**src/rtl/beep_timer_sched.sv**
```systemverilog
// Round-robin arbiter that lends one shared loop-mode timer to NREQ beep requesters,
// counts the timer's terminal-count pulses and gates the buzzer during ON phases.
module beep_timer_sched #(
    parameter int NREQ       = 4,
    parameter int GAP_CYCLES = 16
) (
    input  logic                 clk,
    input  logic                 rst,
    input  logic [NREQ-1:0]      req,
    input  logic [NREQ*32-1:0]   req_period,
    input  logic [NREQ*8-1:0]    req_reps,
    input  logic                 timer_flag,
    output logic [31:0]          cnt_default,
    output logic                 mode,
    output logic                 ena,
    output logic [NREQ-1:0]      grant,
    output logic [NREQ-1:0]      done,
    output logic                 busy,
    output logic                 beep_en
);

    localparam int IDXW = $clog2(NREQ);
    localparam int GAPW = (GAP_CYCLES > 1) ? $clog2(GAP_CYCLES) : 1;

    typedef enum logic [1:0] {
        ST_IDLE = 2'd0,
        ST_LOAD = 2'd1,
        ST_RUN  = 2'd2,
        ST_GAP  = 2'd3
    } state_t;

    function automatic logic [NREQ-1:0] onehot(input logic [IDXW-1:0] idx);
        logic [NREQ-1:0] v;
        v      = '0;
        v[idx] = 1'b1;
        return v;
    endfunction

    // Returns {found, index} of the first set request at or after ptr, wrapping.
    function automatic logic [IDXW:0] rr_pick(input logic [NREQ-1:0] r,
                                              input logic [IDXW-1:0] ptr);
        logic [IDXW:0]   res;
        logic [IDXW-1:0] cand_idx;
        int              cand;
        res = '0;
        for (int k = 0; k < NREQ; k++) begin
            cand     = int'(ptr) + k;
            cand     = (cand >= NREQ) ? (cand - NREQ) : cand;
            cand_idx = IDXW'(cand);
            if (!res[IDXW] && r[cand_idx]) begin
                res = {1'b1, cand_idx};
            end else begin
                res = res;
            end
        end
        return res;
    endfunction

    state_t          state_r, state_nx;
    logic [NREQ-1:0] grant_r, grant_nx;
    logic [NREQ-1:0] done_r, done_nx;
    logic [IDXW-1:0] owner_r, owner_nx;
    logic [IDXW-1:0] rr_ptr_r, rr_ptr_nx;
    logic [7:0]      reps_r, reps_nx;
    logic [31:0]     cnt_default_r, cnt_nx;
    logic [8:0]      flag_cnt_r, flag_cnt_nx;
    logic [GAPW-1:0] gap_cnt_r, gap_cnt_nx;
    logic            ena_r, ena_nx;
    logic            beep_en_r, beep_nx;
    logic            busy_r, busy_nx;
    logic            mode_r;

    logic [IDXW:0]   pick_s;
    logic [IDXW-1:0] pick_idx_s;
    logic [31:0]     sel_period_s;
    logic [31:0]     eff_period_s;
    logic [7:0]      sel_reps_s;
    logic            owner_req_s;
    logic            enter_gap_s;
    logic [IDXW-1:0] owner_next_s;

    assign pick_s       = rr_pick(req, rr_ptr_r);
    assign pick_idx_s   = pick_s[IDXW-1:0];
    assign sel_period_s = req_period[32*pick_idx_s +: 32];
    assign eff_period_s = (sel_period_s == 32'd0) ? 32'd1 : sel_period_s;
    assign sel_reps_s   = req_reps[8*pick_idx_s +: 8];
    assign owner_req_s  = req[owner_r];
    assign owner_next_s = (owner_r == IDXW'(NREQ - 1)) ? '0 : (owner_r + IDXW'(1'b1));

    // Next-state and next-output logic; beep_en_r doubles as the ON/OFF phase bit.
    always_comb begin
        state_nx    = state_r;
        grant_nx    = grant_r;
        owner_nx    = owner_r;
        reps_nx     = reps_r;
        cnt_nx      = cnt_default_r;
        flag_cnt_nx = flag_cnt_r;
        gap_cnt_nx  = gap_cnt_r;
        rr_ptr_nx   = rr_ptr_r;
        ena_nx      = 1'b0;
        beep_nx     = 1'b0;
        busy_nx     = 1'b0;
        done_nx     = '0;
        enter_gap_s = 1'b0;

        case (state_r)
            ST_IDLE: begin
                if (pick_s[IDXW]) begin
                    state_nx    = ST_LOAD;
                    owner_nx    = pick_idx_s;
                    grant_nx    = onehot(pick_idx_s);
                    cnt_nx      = eff_period_s;
                    reps_nx     = sel_reps_s;
                    flag_cnt_nx = 9'd0;
                    busy_nx     = 1'b1;
                end else begin
                    grant_nx = '0;
                end
            end
            ST_LOAD: begin
                if (!owner_req_s) begin
                    enter_gap_s = 1'b1;
                end else if (reps_r == 8'd0) begin
                    done_nx     = onehot(owner_r);
                    enter_gap_s = 1'b1;
                end else begin
                    state_nx = ST_RUN;
                    ena_nx   = 1'b1;
                    beep_nx  = 1'b1;
                    busy_nx  = 1'b1;
                end
            end
            ST_RUN: begin
                if (!owner_req_s) begin
                    enter_gap_s = 1'b1;
                end else if (timer_flag && ((flag_cnt_r + 9'd1) == {reps_r, 1'b0})) begin
                    done_nx     = onehot(owner_r);
                    enter_gap_s = 1'b1;
                end else if (timer_flag) begin
                    flag_cnt_nx = flag_cnt_r + 9'd1;
                    ena_nx      = 1'b1;
                    beep_nx     = ~beep_en_r;
                    busy_nx     = 1'b1;
                end else begin
                    ena_nx  = 1'b1;
                    beep_nx = beep_en_r;
                    busy_nx = 1'b1;
                end
            end
            ST_GAP: begin
                if (gap_cnt_r == '0) begin
                    state_nx = ST_IDLE;
                end else begin
                    gap_cnt_nx = gap_cnt_r - GAPW'(1'b1);
                end
            end
            default: begin
                state_nx = ST_IDLE;
                grant_nx = '0;
            end
        endcase

        if (enter_gap_s) begin
            state_nx   = ST_GAP;
            grant_nx   = '0;
            gap_cnt_nx = GAPW'(GAP_CYCLES - 1);
            rr_ptr_nx  = owner_next_s;
        end else begin
            rr_ptr_nx = rr_ptr_r;
        end
    end

    // State and registered-output flops.
    always_ff @(posedge clk or posedge rst) begin
        if (rst) begin
            state_r       <= ST_IDLE;
            grant_r       <= '0;
            done_r        <= '0;
            owner_r       <= '0;
            rr_ptr_r      <= '0;
            reps_r        <= 8'd0;
            cnt_default_r <= 32'd0;
            flag_cnt_r    <= 9'd0;
            gap_cnt_r     <= '0;
            ena_r         <= 1'b0;
            beep_en_r     <= 1'b0;
            busy_r        <= 1'b0;
            mode_r        <= 1'b0;
        end else begin
            state_r       <= state_nx;
            grant_r       <= grant_nx;
            done_r        <= done_nx;
            owner_r       <= owner_nx;
            rr_ptr_r      <= rr_ptr_nx;
            reps_r        <= reps_nx;
            cnt_default_r <= cnt_nx;
            flag_cnt_r    <= flag_cnt_nx;
            gap_cnt_r     <= gap_cnt_nx;
            ena_r         <= ena_nx;
            beep_en_r     <= beep_nx;
            busy_r        <= busy_nx;
            mode_r        <= 1'b0;
        end
    end

    assign cnt_default = cnt_default_r;
    assign mode        = mode_r;
    assign ena         = ena_r;
    assign grant       = grant_r;
    assign done        = done_r;
    assign busy        = busy_r;
    assign beep_en     = beep_en_r;

endmodule

```
**config.mk**
```make
export PLATFORM = sky130hd
export DESIGN_NAME = beep_timer_sched
export DESIGN_NICKNAME = d
export VERILOG_FILES = /design/src/rtl/beep_timer_sched.sv
export SDC_FILE = /design/constraint.sdc
export NUM_CORES = 1
export LEC_CHECK = 0
export CORE_UTILIZATION = 25
export CTS_BUF_LIST = sky130_fd_sc_hd__clkbuf_4
export CTS_CLUSTER_SIZE = 40
export DETAILED_ROUTE_END_ITERATION = 8
export GPL_ROUTABILITY_DRIVEN = 0
export PLACE_DENSITY_LB_ADDON = 0.2
export SYNTH_ARGS = -nofsm -noshare
export SYNTH_HDL_FRONTEND = slang
export SYNTH_SLANG_ARGS = --single-unit
```
**constraint.sdc**
```tcl
create_clock -name clk -period 3.4 [get_ports clk]
set_input_delay 0.51 -clock clk [delete_from_list [all_inputs] [get_ports clk]]
set_output_delay 0.51 -clock clk [all_outputs]
set_load 0.005 [all_outputs]
```
==> impl_metrics.ini <==
[cts]
cts_setup_buffers = 0
cts.sinks = 70
clk_pin_slew_ps = 120
cts_made_buffers = 9
cts.path.max_buffers = 2
cts_tree = done
ctsHoldBuffers = 0
cts.repair.resized = 0
h-tree-depth = 3
clkLatencyLatePin_ps = 440
clockRootBuffer = clkbuf_4

[synthesis]
synth_area_leader_cell = dfrtp_1
ys_seq_area_share_pct = 36.0
synth_cells = 600
ys_ff_latch = 70
yosys-top-cells-area = dfrtp_1, nand2_1, mux2i_1
synthArstFlopShare_pct = 100
yosysTopAreaCellShare_pct = 36.0
syn_avg_cell_area_um2 = 8.10
synth_area_mm2 = 0.00486
synth_nets = 777
synth.distinct_cells = 56
yosys_warnings = 0
synth_flop_cell = dfrtp_1
synth_edf_count = 0

[power_and_ir_drop]
p_sw_share_pct = 43.4
p_leak_uw = 0.00335
pwr-share-seq_pct = 29.9
peakVddDrop_mv = 0.266
p_switching_uw = 2260
powerDensity_mw_per_mm2 = 703
intPower_uw = 2950
clkPwrFrac_pct = 8.9
combinationalPowerShare_pct = 61.2

[timing]
fmax_mhz = 340
rsz0062_at_grt = false
tightest_slew_ps = 979
finalSetupViolations = 0
skew_ps = 13.1
fin_hold_ws_ps = 478
finalSetupTns_ps = 0
relSlewSlack_pct = 34.6
fin_crit_sh_pct = 86.5
post-route-min-period_ps = 2940
drv_slew = 0
hold_viol = 0

[critical_path]
cp_data_arrival_time_ps = 3320
crit_type = flop to flop
cp_max_fo = 30
cp-end-kind = flop
slowest_delay_ps = 560
reg2reg_depth = 10
rrSetupSlack_ps = 460
crit_path_top_delay_cell = dfrtp_1
crit_path_start_kind = flop
cp_common_cell = mux2i_1
cp_top_family = compound AO/OA/AOI/OAI gates
crit_buf_inv = 2
crit_required_ps = 3780
path_cells = mux2i_1 > a221oi_4 > buf_12 > buf_4 > mux2i_1 > mux2i_1 > a21oi_1 > nand4_1 > or4_1 > a2bb2oi_2
cp.depth = 10

[floorplan]
initial_core_util_pct = 25.7
core-area_mm2 = 0.0189
ioPinCount = 211
die_h_um = 141
rows = 50
die_area_mm2 = 0.0200
die_w_um = 141

[detailed_routing]
detail_route.wl_per_cell_um = 15.8
vias = 4895
firstDrtPassIters = 4
drc = 0
wl_um = 16900
postRouteAntennaNets = 0
drt_iter0_drc = 212
vias_per_cell = 4.60

[outcome]
status = finished, final reports clean

[grt]
gr-total-overflow = 0
grt_pass1_wl_um = 26100
grt_pass1_vias = 4804
antenna_found_initial = 0
grt_usage_pct = 17.1
grt_max_degree = 37

[final_layout]
area_growth_pct = 52.4
final_util_pct = 39.2
antenna_cells = 0
fillers = 2015
final_cells = 1065
drive_above_1_share_pct = 7.70
seq_area_mm2 = 0.00175
fin_nets = 977
multi_input_area_mm2 = 0.00286

[placed_design]
numPortBuffers = 209
dp.cells = 1049
place_hpwl_um = 13000

[flow_run]
maxCapViolations = 0

[hold_path]
hold_class = input pin to asynchronous set/reset pin
-- final timing paths --
path | from | to
max | rr_ptr_r[1] | cnt_default[0]
min | rst | busy
max reg2reg | rr_ptr_r[1] | cnt_default[0]
min reg2reg | cnt_default[9] | cnt_default[9]
max in group asynchronous | rst | cnt_default[12]
min in group clk | cnt_default[9] | cnt_default[9]
-- final cells by class --
cell class,count,area share [%]
clock buffer,10,1.01
clock inverter,6,0.389
tap,260,4.39
multi-input combinational,476,38.6
inverter,15,0.777
timing repair buffer,228,31.2
sequential,70,23.7
-- power groups by stage --
stage / sequential [uW] / clock (uW) / combinational, uW
global route: 1610 / 522 / 3550
CTS: 1560 / 489 / 3250
global placement: 1570 / 0 / 3230
detailed placement: 1570 / 0 / 3230
finish: 1550 / 464 / 3190
floorplan: 1460 / 0 / 2040
-- placed cells by master (no fill, tap or decap), types with 5 or more instances in the layout --
master,n
inv_1,13
buf_4,13
and2_1,21
o21ai_0,16
clkdlybuf4s50_1,209
buf_12,6
nor4_1,5
mux2i_1,57
nand4_1,7
xnor2_1,7
dfrtp_1,70
a21o_1,8
ha_1,10
a31o_2,16
clkbuf_4,10
a21oi_1,28
nand2_1,189
nand3_1,52
-- state kept, by name (all words and copies together), names as in the netlist --
| register | cells |
|---|---|
| grant | 4 |
| rr_ptr_r | 2 |
| state_r | 2 |
| gap_cnt_r | 4 |
| owner_r | 2 |
| flag_cnt_r | 9 |
| done | 4 |
| reps_r | 8 |
| ena | 1 |
| cnt_default | 32 |
| busy | 1 |
| beep_en | 1 |
-- routing by layer --
layer | GRT usage, % | vias to the layer above | part of all wire [%]
li1 | - | 2471 | -
met1 | 21.9 | 2264 | 45
met2 | 28.0 | 148 | 47
met3 | 5.20 | 12 | 7.4
met4 | 4.41 | 0 | 0.98
met5 | 0 | - | 0
-- synthesized netlist by cell type, types with 2 or more instances --
cell      instances
nor2_1            5
a31oi_1           2
xor2_1            4
o21ai_0          16
dfrtp_1          70
buf_4             4
buf_2             7
mux2i_1          57
buf_6             7
a21o_1            8
xnor2_1           7
inv_1            14
and3_1            4
nor3_1            4
o22a_1            2
nand2b_1          3
o211ai_1          3
and2_1           21
mux2_2            2
ha_1             10
a21oi_1          28
o21a_1            2
nand2_1         189
a31o_2           16
nor4_1            5
nand3_1          52
o31ai_1           3
clkbuf_1         17
nor2b_1           2
buf_1             3
a32oi_1           2
nand4_1           7
-- stage by stage --
step	worst slack, ps	power (uW)	cell area, um2
after detailed placement	38.5	4800	7300
final	459	5210	7400
after global routing	197	5690	7400
after floorplan	892	3500	4860
after CTS	439	5290	7400
after global placement	109	4800	7300
-- logic make-up after synthesis --
family          after synthesis  synth area share [%]
simple gates                299                  27.4
compound gates               95                  13.5
flops                        70                  36.0
mux                          60                  12.7
buf+inv                      54                  5.77
xor+xnor                     11                  1.98
fa+ha+maj                    10                  2.57
other cells                   1                0.0772
Note: power is estimated with default switching activity, not from simulation.
